**src/rtl/ff_div_pkg.sv**
```systemverilog
// ff_div_pkg: shared widths, issue FSM states and operand-pair type for the divider issue stage
package ff_div_pkg;
    localparam int DEF_WIDTH = 8;
    localparam int DEF_OUT_W = 18;
    typedef enum logic [1:0] {IDLE, ISSUE, OUTPUT} state_t;
    typedef struct packed {
        logic [DEF_WIDTH-1:0] dividend;
        logic [DEF_WIDTH-1:0] divisor;
    } pair_t;
endpackage

```
**src/rtl/ff_sync_fifo.sv**
```systemverilog
// ff_sync_fifo: synchronous FIFO with show-ahead read data and occupancy count
module ff_sync_fifo #(
    parameter int DEPTH = 4,
    parameter int W = 16
) (
    input  logic                     clock,
    input  logic                     reset,
    input  logic                     push,
    input  logic                     pop,
    input  logic [W-1:0]             din,
    output logic [W-1:0]             dout,
    output logic                     full,
    output logic                     empty,
    output logic [$clog2(DEPTH):0]   count
);
    localparam int AW = $clog2(DEPTH);
    logic [W-1:0] mem [DEPTH];
    logic [AW-1:0] wr_ptr, rd_ptr;
    logic do_push, do_pop;
    assign do_push = push && !full;
    assign do_pop = pop && !empty;
    assign full = count == (AW+1)'(DEPTH);
    assign empty = count == '0;
    assign dout = mem[rd_ptr];
    always_ff @(posedge clock)
        if (do_push) mem[wr_ptr] <= din;
    always_ff @(posedge clock) begin
        if (reset) begin
            wr_ptr <= '0;
            rd_ptr <= '0;
            count <= '0;
        end else begin
            if (do_push) wr_ptr <= wr_ptr + 1'b1;
            if (do_pop) rd_ptr <= rd_ptr + 1'b1;
            count <= count + (AW+1)'(do_push) - (AW+1)'(do_pop);
        end
    end
endmodule

```
**src/rtl/ff_div_issue.sv**
```systemverilog
// ff_div_issue: queues operand pairs, holds them on the divider for DIV_LATENCY cycles and returns results
module ff_div_issue
    import ff_div_pkg::*;
#(
    parameter int WIDTH = DEF_WIDTH,
    parameter int OUT_W = DEF_OUT_W,
    parameter int DIV_LATENCY = 4,
    parameter int FIFO_DEPTH = 4
) (
    input  logic             clock,
    input  logic             reset,
    input  logic             in_valid,
    output logic             in_ready,
    input  logic [WIDTH-1:0] in_dividend,
    input  logic [WIDTH-1:0] in_divisor,
    output logic [WIDTH-1:0] div_dividend,
    output logic [WIDTH-1:0] div_divisor,
    input  logic [OUT_W-1:0] div_out,
    output logic             res_valid,
    input  logic             res_ready,
    output logic [OUT_W-1:0] res_data,
    output logic             res_err,
    output logic             busy
);
    localparam int CW = $clog2(DIV_LATENCY + 1);
    state_t state, state_next;
    logic [CW-1:0] cnt;
    logic [2*WIDTH-1:0] head;
    logic full, empty, push, pop, head_zero, issue_done;
    assign in_ready = !full;
    assign push = in_valid && in_ready;
    assign head_zero = head[WIDTH-1:0] == '0;
    assign issue_done = state == ISSUE && cnt == '0;
    ff_sync_fifo #(.DEPTH(FIFO_DEPTH), .W(2*WIDTH)) u_fifo (
        .clock(clock),
        .reset(reset),
        .push(push),
        .pop(pop),
        .din({in_dividend, in_divisor}),
        .dout(head),
        .full(full),
        .empty(empty),
        .count()
    );
    always_ff @(posedge clock)
        state <= reset ? IDLE : state_next;
    always_comb
        state_next = pop ? (head_zero ? OUTPUT : ISSUE)
                   : issue_done ? OUTPUT
                   : (state == OUTPUT && res_ready) ? IDLE : state;
    // Popping straight out of OUTPUT on the handshake edge avoids an IDLE bubble
    always_comb begin
        pop = !empty && (state == IDLE || (state == OUTPUT && res_ready));
        res_valid = state == OUTPUT;
        busy = state != IDLE || !empty;
    end
    always_ff @(posedge clock) begin
        if (reset) begin
            cnt <= '0;
            div_dividend <= '0;
            div_divisor <= '0;
            res_data <= '0;
            res_err <= 1'b0;
        end else begin
            if (pop && !head_zero) begin
                div_dividend <= head[2*WIDTH-1:WIDTH];
                div_divisor <= head[WIDTH-1:0];
                cnt <= CW'(DIV_LATENCY - 1);
            end else if (state == ISSUE && cnt != '0) begin
                cnt <= cnt - 1'b1;
            end
            if (pop && head_zero) begin
                res_data <= '0;
                res_err <= 1'b1;
            end else if (issue_done) begin
                res_data <= div_out;
                res_err <= 1'b0;
            end
        end
    end
endmodule

```
**config.mk**
```make
export PLATFORM = sky130hd
export DESIGN_NAME = ff_div_issue
export DESIGN_NICKNAME = d
export VERILOG_FILES = /design/src/rtl/ff_div_pkg.sv /design/src/rtl/ff_sync_fifo.sv /design/src/rtl/ff_div_issue.sv
export SDC_FILE = /design/constraint.sdc
export NUM_CORES = 1
export LEC_CHECK = 0
export BUFFER_PORTS_ARGS = -buffer_cell sky130_fd_sc_hd__buf_4
export CAP_MARGIN = 20
export CORE_UTILIZATION = 42
export DETAILED_ROUTE_END_ITERATION = 16
export GPL_TIMING_DRIVEN = 0
export PLACE_DENSITY_LB_ADDON = 0.3
export SYNTH_ARGS = -nofsm -noshare
export SYNTH_HDL_FRONTEND = slang
export SYNTH_SLANG_ARGS = --single-unit
```
**constraint.sdc**
```tcl
create_clock -name clock -period 3.67 [get_ports clock]
set_input_delay 0.734 -clock clock [delete_from_list [all_inputs] [get_ports clock]]
set_output_delay 0.734 -clock clock [all_outputs]
set_load 0.005 [all_outputs]
```
======== Word-level counts from Yosys, hierarchy flattened ========
Memories as Yosys holds them, arrays and structs flattened. A register that Yosys moved wholly into a read port is not among the register bits.
Index checks and enable logic that the tools add are counted.
operators by class
  $add $sub $neg .......................... 5
  $mul .................................... 0
  div/mod/pow operators ................... 0
  $lt $le $gt $ge ......................... 0
  equal/unequal tests ..................... 3
  shift-type cells ........................ 0
  muxes and demuxes ....................... 12
  bitwise logic cells ..................... 0
  reductions and logical operators ........ 25
operators by type and width
  cell                                                                count
  2-bit 2-to-1 mux                                                    8
  1-bit logical AND                                                   9
  8-bit logical NOT                                                   1
  3-bit logical NOT                                                   2
  2-bit nonzero test                                                  3
  3-bit nonzero test                                                  2
  2-bit by 1-bit adder with 2-bit output, second input constant       2
  1-bit 2-to-1 mux                                                    4
  2-bit OR reduction                                                  2
  3-bit by 1-bit adder with 3-bit output                              1
  3-bit == test, second input constant                                1
  1-bit logical NOT                                                   3
  3-bit by 1-bit subtractor with 3-bit output                         1
  3-bit by 1-bit subtractor with 3-bit output, second input constant  1
  2-bit by 1-bit == test with 1-bit output, second input constant     1
  2-bit == test, second input constant                                1
  2-bit logical NOT                                                   1
  1-bit logical OR                                                    2
storage, ports and cells
  bits in registers ....................... 47
  bits in latches ......................... 0
  RAM bits ................................ 64
  bits in read-only memories .............. 0
  input port bits ......................... 38
  output and inout bits ................... 38
  word-level logic and storage cells ...... 56
  memories ................................ 1
memories
  name        depth  bits a word  rd ports  clocked after Yosys merged registers in  wr ports  RTL line            RTL
  u_fifo.mem  4      16           1         1                                        1         ff_sync_fifo.sv:17  logic [W-1:0] mem [DEPTH];

======== Logic depth before layout (Yosys ltp) ========
Gate-level depths: netlist of the first run.
  word-level depth ........................ 7
  mapped depth ............................ 12

======== Cells and area by module ========
From an unflattened synthesis of the first run, not the netlist that was laid out.
unflattened totals
  cells, all modules ...................... 329
  area total of the unflattened synthesis .. 4548.1 µm²
modules (own cells, without submodules)
  module        instances  cells each  area an instance (µm²)  sequential area each (µm²)
  ff_sync_fifo  1          135         2820.2                  2102.0
  ff_div_issue  1          194         1727.9                  800.8

======== Worst setup path before layout of the first run ========
Ideal clock, no wire load.
  path type ............................... input-to-reg
  from .................................... input port res_ready
  to ...................................... register u_fifo.count[2]
  library setup time ...................... 0.128 ns
  arrival time ............................ 2.764 ns
  slack ................................... 0.778 ns
  cell stages on the path ................. 12
  cells stage by stage .................... nor2b_1 > or3_1 > inv_1 > clkbuf_1 > ha_1 > inv_1 > ha_1 > inv_1 > fa_1 > xor2_1 > xnor2_1 > nor2_1
between the ends
  longest elaborated chain between the ends .. 5
ends and longest elaborated chain
  what                                         RTL line            RTL
  from (decl)                                  ff_div_issue.sv:20  input logic res_ready,
  1-bit logical AND                            ff_div_issue.sv:53  pop = !empty && (state == IDLE || (state == OUTPUT && res_ready));
  1-bit logical OR                             ff_div_issue.sv:53
  1-bit logical AND                            ff_div_issue.sv:53
  1-bit logical AND                            ff_sync_fifo.sv:21  assign do_pop = pop && !empty;
  net u_fifo.do_pop                            ff_sync_fifo.sv:19  logic do_push, do_pop;
  3-bit by 1-bit subtractor with 3-bit output  ff_sync_fifo.sv:35  count <= count + (AW+1)'(do_push) - (AW+1)'(do_pop);
  to (signal assigned)                         ff_sync_fifo.sv:35
  to (decl)                                    ff_sync_fifo.sv:14  output logic [$clog2(DEPTH):0] count
The timed path passes the listed nets, and every way through them passes these cells.
A chain may end at the register's enable or synchronous reset.

======== Worst setup path in the final report of the first run ========
  from .................................... register u_fifo.count[1]
  to ...................................... register u_fifo.count[2]
RTL lines
  what                                           RTL line                                RTL
  3-bit logical NOT *                            ff_sync_fifo.sv:23                      assign empty = count == '0;
  1-bit logical NOT *                            ff_sync_fifo.sv:21, ff_div_issue.sv:53
  1-bit logical AND                              ff_div_issue.sv:53
  1-bit logical AND *                            ff_sync_fifo.sv:21
  net u_fifo.do_pop                              ff_sync_fifo.sv:19
  3-bit by 1-bit subtractor with 3-bit output *  ff_sync_fifo.sv:35
Mark *: on every way through the listed nets, which the timed path passes. The rest lies on a longest branch.

==> results of run 1 <==
## worst max path at each step
| stage | startpoint | endpoint | slack (ns) |
|---|---|---|---|
| floorplan | res_ready | u_fifo.count[2] | 0.78 |
| global placement | res_ready | u_fifo.count[2] | 0.45 |
| detailed placement | res_ready | u_fifo.count[2] | 0.42 |
| CTS | u_fifo.count[1] | u_fifo.count[2] | 0.71 |
| global route | u_fifo.count[1] | u_fifo.count[2] | 0.45 |
| finish | u_fifo.count[1] | u_fifo.count[2] | 0.70 |
## kinds of logic (layout without fill, tap and decap cells)
kind of cell	after synthesis	count (layout)	share of synthesized area, %
flip-flops	113	113	66.25
XOR/XNOR	5	5	0.9994
adder cells (fa/ha/maj)	9	9	2.741
buffers and inverters	27	134	3.141
AND/OR/NAND/NOR	100	100	9.966
multiplexers	28	28	10.97
AO/OA/AOI/OAI	38	38	5.939
## critical path: stages, from the launching register on
cell and delay (ns):
dfxtp_1 0.41, nor3_1 0.09, or3_1 0.49, inv_1 0.18
clkbuf_1 0.40, ha_1 0.31, inv_1 0.06, ha_1 0.13
inv_1 0.05, fa_1 0.36, xor2_1 0.18, xnor2_1 0.14
nor2_1 0.05
## stage by stage
step	power, mW	cells
finish	4.614	560
global route	4.856	560
CTS	4.651	560
detailed placement	3.064	528
global placement	3.035	528
floorplan	2.583	320
## Yosys cell counts (all sizes together)
cell type / instances
fa: 1
ha: 8
or3: 2
nor3: 2
a21oi: 21
o31ai: 1
a32oi: 1
a311oi: 2
nor2b: 6
or4: 2
nor2: 10
nand3: 8
xnor2: 4
xor2: 1
buf: 5
inv: 10
mux2i: 12
mux4: 16
a21boi: 1
edfxtp: 64
o21a: 1
nand2: 63
and2: 5
nor4: 2
clkbuf: 11
o21ai: 11
dfxtp: 49
clkinv: 1
## per-layer routing
layer | up-vias | track usage, % | wire length [um]
met5 | - | 0 | 0
met4 | 0 | 8.061 | 163
met3 | 18 | 5.075 | 465
met2 | 98 | 27.33 | 4028
met1 | 1304 | 21.19 | 3794
li1 | 1341 | - | -
## area by class of cell
| class | instances | area [sq um] |
|---|---|---|
| fillers | 806 | 4270 |
| flip-flops and latches | 113 | 2903 |
| multi-input cells | 180 | 1341 |
| repair buffers | 75 | 563.0 |
| clock buffers | 17 | 414.1 |
| well taps | 133 | 166.4 |
| clock inverters | 15 | 158.9 |
| plain buffers | 16 | 96.34 |
| inverters | 11 | 41.29 |
## report_power, final
part	total, mW	internal [mW]	switching [mW]
clock	1.58	0.928	0.652
sequential	1.74	1.61	0.131
combinational	1.29	0.621	0.673
## registers in the layout, indices dropped and copies added (netlist names), named ones only
| signal | count |
|---|---|
| u_fifo.count | 3 |
| res_data | 18 |
| cnt | 3 |
| res_err | 1 |
| state | 2 |
| u_fifo.rd_ptr | 2 |
| div_divisor | 8 |
| u_fifo.wr_ptr | 2 |
| u_fifo.mem | 64 |
| div_dividend | 8 |
==> flow_summary.ini, run 1 <==
[layout]
final_cell_mix = 76 x buf_4, 64 x edfxtp_1, 63 x nand2_1
area_growth_pct = 29.73
drive_above_1_share_pct = 32.79
final_common_cell = buf_4
post-route-cell-area_sq_um = 5684
diodes = 0
nets = 461
fin_util_pct = 57.10

[clock_network]
cts_resized = 0
cts_tree = yes
cts_sinks = 113
clk_pin_slew_worst_paths_ns = 0.06
hold_buffers = 0
clockBufferDepth = 2
ctsHtreeMaxLevel = 4
clock_tree.root_cell = clkbuf_8
cts_setup_buffers = 0
numCtsBuffers = 17
insertion_delay_ns = 0.52

[power]
pwr_density_cell_nw_per_um2 = 811.7
power_leakage_nw = 2.152
irDropWorstVdd_v = 0.0003950

[timing]
finalCritPeriodShare_pct = 80.93
fin_skew_ns = 0.007655
fmax_mhz = 336.7
hold_slack_ns = 0.4095
hold_viol_final = 0
maxSlewHeadroom_pct = 41.96
worst_slew_pin_slew_ns = 0.8706
setup_viol = 0
finalWorstSetupSlack_ns = 0.7000
fin_crit_ns = 2.970
fin_setup_tns_ns = 0
drv_slew = 0
rsz0062_at_grt = no

[logic_synthesis]
synth.distinct_cells = 34
yosysWarnings = 0
synth_nets = 367
ys_ff_latch = 113
ys_top_cells_by_area = edfxtp_1 44%, dfxtp_1 22%, mux4_2 8.2%, nand2_1 5.4%, mux2i_1 2.7%
seq_area_frac_synth_pct = 66.25
avgSynthCellArea_sq_um = 13.69
syn_area_sq_um = 4382
synth_top_area_cell = edfxtp_1
synth_top_area_share_pct = 43.86
syn-instance-count = 320

[placed_design]
gp_congestion = 0.7275
place_area_sq_um = 5111
io_buffer_count = 75
dp_hpwl_um = 5512
pre_cts_ws_ns = 0.4220

[detailed_routing]
dr.pass1.iters = 4
ant_nets = 0
drc = 0
drt-initial-drc-count = 89
avgViaCountPerCell = 4.930
wire_per_inst_um = 15.09
via_count = 2761
wl_um = 8452

[global_routing]
grt_pass1_wl_um = 13860
grt_max_degree = 17
grt_usage_pct = 17.06
antenna_found_initial = 0
grt-ovfl-total = 0
grt_pass1_vias = 2746

[die]
rows = 36
die_w_um = 104.1
ios = 76
core-area_sq_um = 9955
die_h_um = 104.1
die-area_sq_um = 10850
initial_core_util_pct = 44.02

[setup_path]
reg2regPathDepth = 12
start_kind = flop
crit_path_max_fanout = 10
ff2ff_setup_slack_ns = 0.70
cp-end-kind = flop
worst_ep_required_time_ns = 4.06
reg2reg_to = u_fifo.count[2]
arrival_ns = 3.36
r2r-start = u_fifo.count[1]
crit_type = reg -> reg

[flow_run]
max_cap_viol_count = 0

[hold_path]
hold_class = in -> reg
min-delay-start = in_dividend[2]
hold_path_end = u_fifo.mem[3][10]
min_delay_path_depth = 1

[status]
status = complete, no violations
Power figures use the tool's default switching activity.
==> inputs of run 2 (changes only) <==
Clock period 3.67 ns to 3.1 ns, I/O delays scaled along.
==> run 2 against run 1 <==
Effect of this change:
- critical path depth is 1 lower
- sequential power is 18% higher
- register-to-register slack worse by 0.36 ns
- non-clock buffer count is 1 lower
==> flow_summary.ini, run 2 (synthesis results as in run 1) <==
[clock_network]
clockBufferDepth = 2
clk_pin_slew_worst_paths_ns = 0.06
cts_resized = 0
ctsHtreeMaxLevel = 4
cts_tree = yes
clock_tree.root_cell = clkbuf_8
numCtsBuffers = 17
cts_sinks = 113
insertion_delay_ns = 0.52

[detailed_routing]
drt-initial-drc-count = 103
via_count = 2719
ant_nets = 0
wire_per_inst_um = 15.04
avgViaCountPerCell = 4.864
drc = 0
wl_um = 8405
dr.pass1.iters = 4

[layout]
largest_register_ffs = 64
drive_above_1_share_pct = 32.86
nets = 460
seq_area_sq_um = 2903
final_cell_mix = 76 x buf_4, 64 x edfxtp_1, 63 x nand2_1
post-route-cell-area_sq_um = 5680
top_register = u_fifo.mem
final_common_cell = buf_4
diodes = 0
fin_util_pct = 57.06
top_regs = u_fifo.mem: 64 flops, res_data: 18 flops
multi_input_area_sq_um = 1341
area_growth_pct = 29.64
fin_cells = 559
fill_cells = 806

[setup_path]
setup.worst_path.end = u_fifo.count[2]
reg2reg_to = u_fifo.count[2]
cp-startpoint = u_fifo.count[1]
reg2regPathDepth = 11
crit_type = reg -> reg
arrival_ns = 3.15
ff2ff_setup_slack_ns = 0.34
cp-end-kind = flop
r2r-start = u_fifo.count[1]
start_kind = flop
crit_path_max_fanout = 13
worst_ep_required_time_ns = 3.49

[hold_path]
hold_class = in -> reg
min-delay-start = in_dividend[2]

[power]
pwr_density_cell_nw_per_um2 = 958.9
power_leakage_nw = 2.151
irDropWorstVdd_v = 0.0004674

[timing]
hold_viol_final = 0
fmax_mhz = 362.1
drv_slew = 0
rsz0062_at_grt = no
worst_slew_pin_slew_ns = 0.8608
fin_skew_ns = 0.006318
maxSlewHeadroom_pct = 42.62
finalWorstSetupSlack_ns = 0.3387
fin_crit_ns = 2.761
finalCritPeriodShare_pct = 89.07
setup_viol = 0
fin_setup_tns_ns = 0

[die]
die-area_sq_um = 10850
initial_core_util_pct = 44.02
rows = 36
core-area_sq_um = 9955
die_w_um = 104.1
die_h_um = 104.1
ios = 76

[global_routing]
busiest_layer = met2
use_met2_pct = 27.33
grt_max_degree = 17
grt-ovfl-total = 0
grt_pass1_wl_um = 13860
grtUsageMet3_pct = 5.075
grt_util_met1_pct = 21.19
grt_pass1_vias = 2746
grt_usage_pct = 17.06
antenna_found_initial = 0

[placed_design]
dp_hpwl_um = 5512
dp.cells = 528
io_buffer_count = 75
pre_cts_ws_ns = -0.03396
gp_congestion = 0.7275
place_area_sq_um = 5111

[flow_run]
max_cap_viol_count = 0

[status]
status = complete, no violations
[run 2: cell types whose count changed in the layout (fill, tap and decap cells not counted), sizes merged]
cell / change
clkbuf: -1
[run 2: worst min-delay path by stage]
| stage | endpoint | cells after the start |
|---|---|---|
| after floorplan | div_divisor[0] | 2 |
| after global placement | div_divisor[1] | 2 |
| after detailed placement | div_divisor[4] | 2 |
| after CTS | u_fifo.mem[1][10] | 1 |
| after global routing | u_fifo.mem[0][10] | 1 |
| final | u_fifo.mem[3][10] | 1 |
[run 2: critical path, cell delays in order, from the launching register on]
cell	delay (ns)
dfxtp_1	0.41
nor3_1	0.09
or3_1	0.49
inv_1	0.37
ha_1	0.30
inv_1	0.06
ha_1	0.13
inv_1	0.05
fa_1	0.36
xor2_1	0.18
xnor2_1	0.14
nor2_1	0.05
[run 2: cell type report]
| type | instances | area share (%) |
|---|---|---|
| Tap cell | 133 | 2.930 |
| Timing Repair Buffer | 75 | 9.912 |
| Clock inverter | 15 | 2.797 |
| Inverter | 11 | 0.7269 |
| Sequential cell | 113 | 51.10 |
| Clock buffer | 17 | 7.291 |
| Multi-Input combinational cell | 180 | 23.61 |
| Buffer | 15 | 1.630 |
[run 2: power by group]
| part | leakage (nW) | switching, mW | internal (mW) | total, mW |
|---|---|---|---|---|
| registers | 0.988 | 0.154 | 1.91 | 2.06 |
| logic | 0.882 | 0.789 | 0.731 | 1.52 |
| clock network | 0.281 | 0.770 | 1.10 | 1.87 |
[run 2: what timing repair did]
item | in CTS | in global routing
endpoints found under the setup margin | 0 | 1
buffers inserted | 0 | 0
hold buffers | 0 | 0
[run 2: routing by layer]
layer,vias up,wire (um)
met3,18,439
met5,-,0
met1,1276,3754
li1,1337,-
met4,0,170
met2,88,4041
[run 2: through the flow]
step / hold slack [ns] / total power [mW]
finish: 0.2943 / 5.447
global route: 0.2849 / 5.741
CTS: 0.2785 / 5.507
detailed placement: 0.4450 / 3.627
global placement: 0.4436 / 3.593
floorplan: 0.4447 / 3.058
==> inputs of run 3 (changes only) <==
Settings changed: CTS_BUF_LIST set to sky130_fd_sc_hd__clkbuf_8 sky130_fd_sc_hd__clkbuf_16, RECOVER_POWER set to 100.
==> run 3 against run 2 <==
Effect of this change:
- non-clock buffer count is the same
- largest power group unchanged
- count of clock-buffer cells in the layout unchanged
- global-route usage did not move
- final cell count stayed put
- highest routed layer unchanged
==> flow_summary.ini, run 3 (synthesis results as in run 1) <==
[layout]
largest_register_ffs = 64
fin_cells = 559
final_common_cell = edfxtp_1
final_cell_mix = 64 x edfxtp_1, 63 x nand2_1, 49 x dfxtp_1
top_regs = u_fifo.mem: 64 flops, res_data: 18 flops
drive_above_1_share_pct = 25.82
area_growth_pct = 26.81
diodes = 0
nets = 460
top_register = u_fifo.mem

[setup_path]
cp-end-kind = flop
crit_type = reg -> reg
arrival_ns = 3.28
crit_path_max_fanout = 10
worst_ep_required_time_ns = 3.50
start_kind = flop

[flow_run]
max_cap_viol_count = 0

[power]
power_leakage_nw = 2.050
pwr_density_cell_nw_per_um2 = 963.6
sw_frac_of_total_pct = 31.29
clkPwrFrac_pct = 34.8
irDropWorstVdd_v = 0.0004639
switching_power_mw = 1.675
p_comb_share_pct = 26.8
p_int_mw = 3.679
power_frac_seq_pct = 38.4

[detailed_routing]
via_count = 2722
wl_um = 8404
dr.pass1.iters = 5
ant_nets = 0
drt-initial-drc-count = 89
wire_per_inst_um = 15.03
drc = 0
avgViaCountPerCell = 4.869

[global_routing]
grt_max_degree = 17
grt-ovfl-total = 0
antenna_found_initial = 0
grt_pass1_wl_um = 13860
grt_pass1_vias = 2746
grt_usage_pct = 17.06

[clock_network]
clk_pin_slew_worst_paths_ns = 0.06
insertion_delay_ns = 0.52
hold_buffers = 0
cts_tree = yes
cts_setup_buffers = 0
cts_sinks = 113
clockBufferDepth = 2
numCtsBuffers = 17
clock_tree.root_cell = clkbuf_8
cts_resized = 0
ctsHtreeMaxLevel = 4

[timing]
fin_crit_ns = 2.881
hold_viol_final = 0
rsz0062_at_grt = no
drv_slew = 0
maxSlewHeadroom_pct = 15.74
fmax_mhz = 347.1
fin_setup_tns_ns = 0
setup_viol = 0
fin_skew_ns = 0.01406
finalCritPeriodShare_pct = 92.94
worst_slew_pin_slew_ns = 1.263

[die]
core-area_sq_um = 9955
die-area_sq_um = 10850
die_h_um = 104.1
initial_core_util_pct = 44.02
rows = 36
die_w_um = 104.1
ios = 76

[placed_design]
io_buffer_count = 75
dp_hpwl_um = 5512
gp_congestion = 0.7275
dp.cells = 528

[status]
status = complete, no violations

[hold_path]
hold_class = in -> reg
run 3: changes by cell type in the layout (fill, tap and decap cells not counted), sizes merged:
| cell | previous run | this run |
|---|---|---|
| buf | 80 | 25 |
| clkbuf | 27 | 82 |
run 3: path summary, 6_finish.rpt:
path,from,to,slack (ns),depth (start not counted)
worst max-delay path,flop,res_data[6],0.22,7
worst min-delay path,reset,state[1],0.32,2
worst max register to register,flop,res_data[6],0.22,7
worst min register to register,res_data[11],res_data[11],0.45,2
run 3: power groups by stage:
stage / Sequential [mW] / Clock, mW / Combinational (mW)
finish: 2.06 / 1.86 / 1.44
global route: 2.09 / 1.95 / 1.61
CTS: 2.06 / 1.89 / 1.55
detailed placement: 2.09 / 0 / 1.54
global placement: 2.08 / 0 / 1.52
floorplan: 2.07 / 0 / 0.990
run 3: layer usage:
metal | wire length [um] | track usage [%] | up-vias
met1 | 3762 | 21.19 | 1292
met3 | 454 | 5.075 | 4
li1 | - | - | 1342
met2 | 4141 | 27.33 | 84
met4 | 45 | 8.061 | 0
met5 | 0 | 0 | -
run 3: area by class of cell:
type	count	area [sq um]
Clock buffer	17	414.1
Fill cell	840	4398
Inverter	11	41.29
Clock inverter	15	158.9
Sequential cell	113	2903
Buffer	15	90.09
Multi-Input combinational cell	180	1299
Tap cell	133	166.4
Timing Repair Buffer	75	484.2
run 3: per-stage QoR:
stage / power [mW] / util [%] / hold slack [ns] / instance area (sq um) / worst slack, ns
3_3_place_gp: 3.593 / 51.34 / 0.4436 / 5111 / -0.009114
4_1_cts: 5.507 / 57.10 / 0.2785 / 5684 / 0.1358
3_5_place_dp: 3.627 / 51.34 / 0.4450 / 5111 / -0.03396
6_report: 5.354 / 55.82 / 0.3168 / 5557 / 0.2187
2_1_floorplan: 3.058 / - / 0.4447 / 4382 / 0.3224
5_1_grt: 5.656 / 55.82 / 0.3122 / 5557 / 0.06458
run 3: critical path, cell delays in order (launching register included):
cell and delay (ns):
dfxtp_1 0.31, clkbuf_1 0.38, buf_2 0.36, mux4_2 0.40, or4_4 0.44, o31ai_2 0.59, buf_6 0.23, a21oi_1 0.05
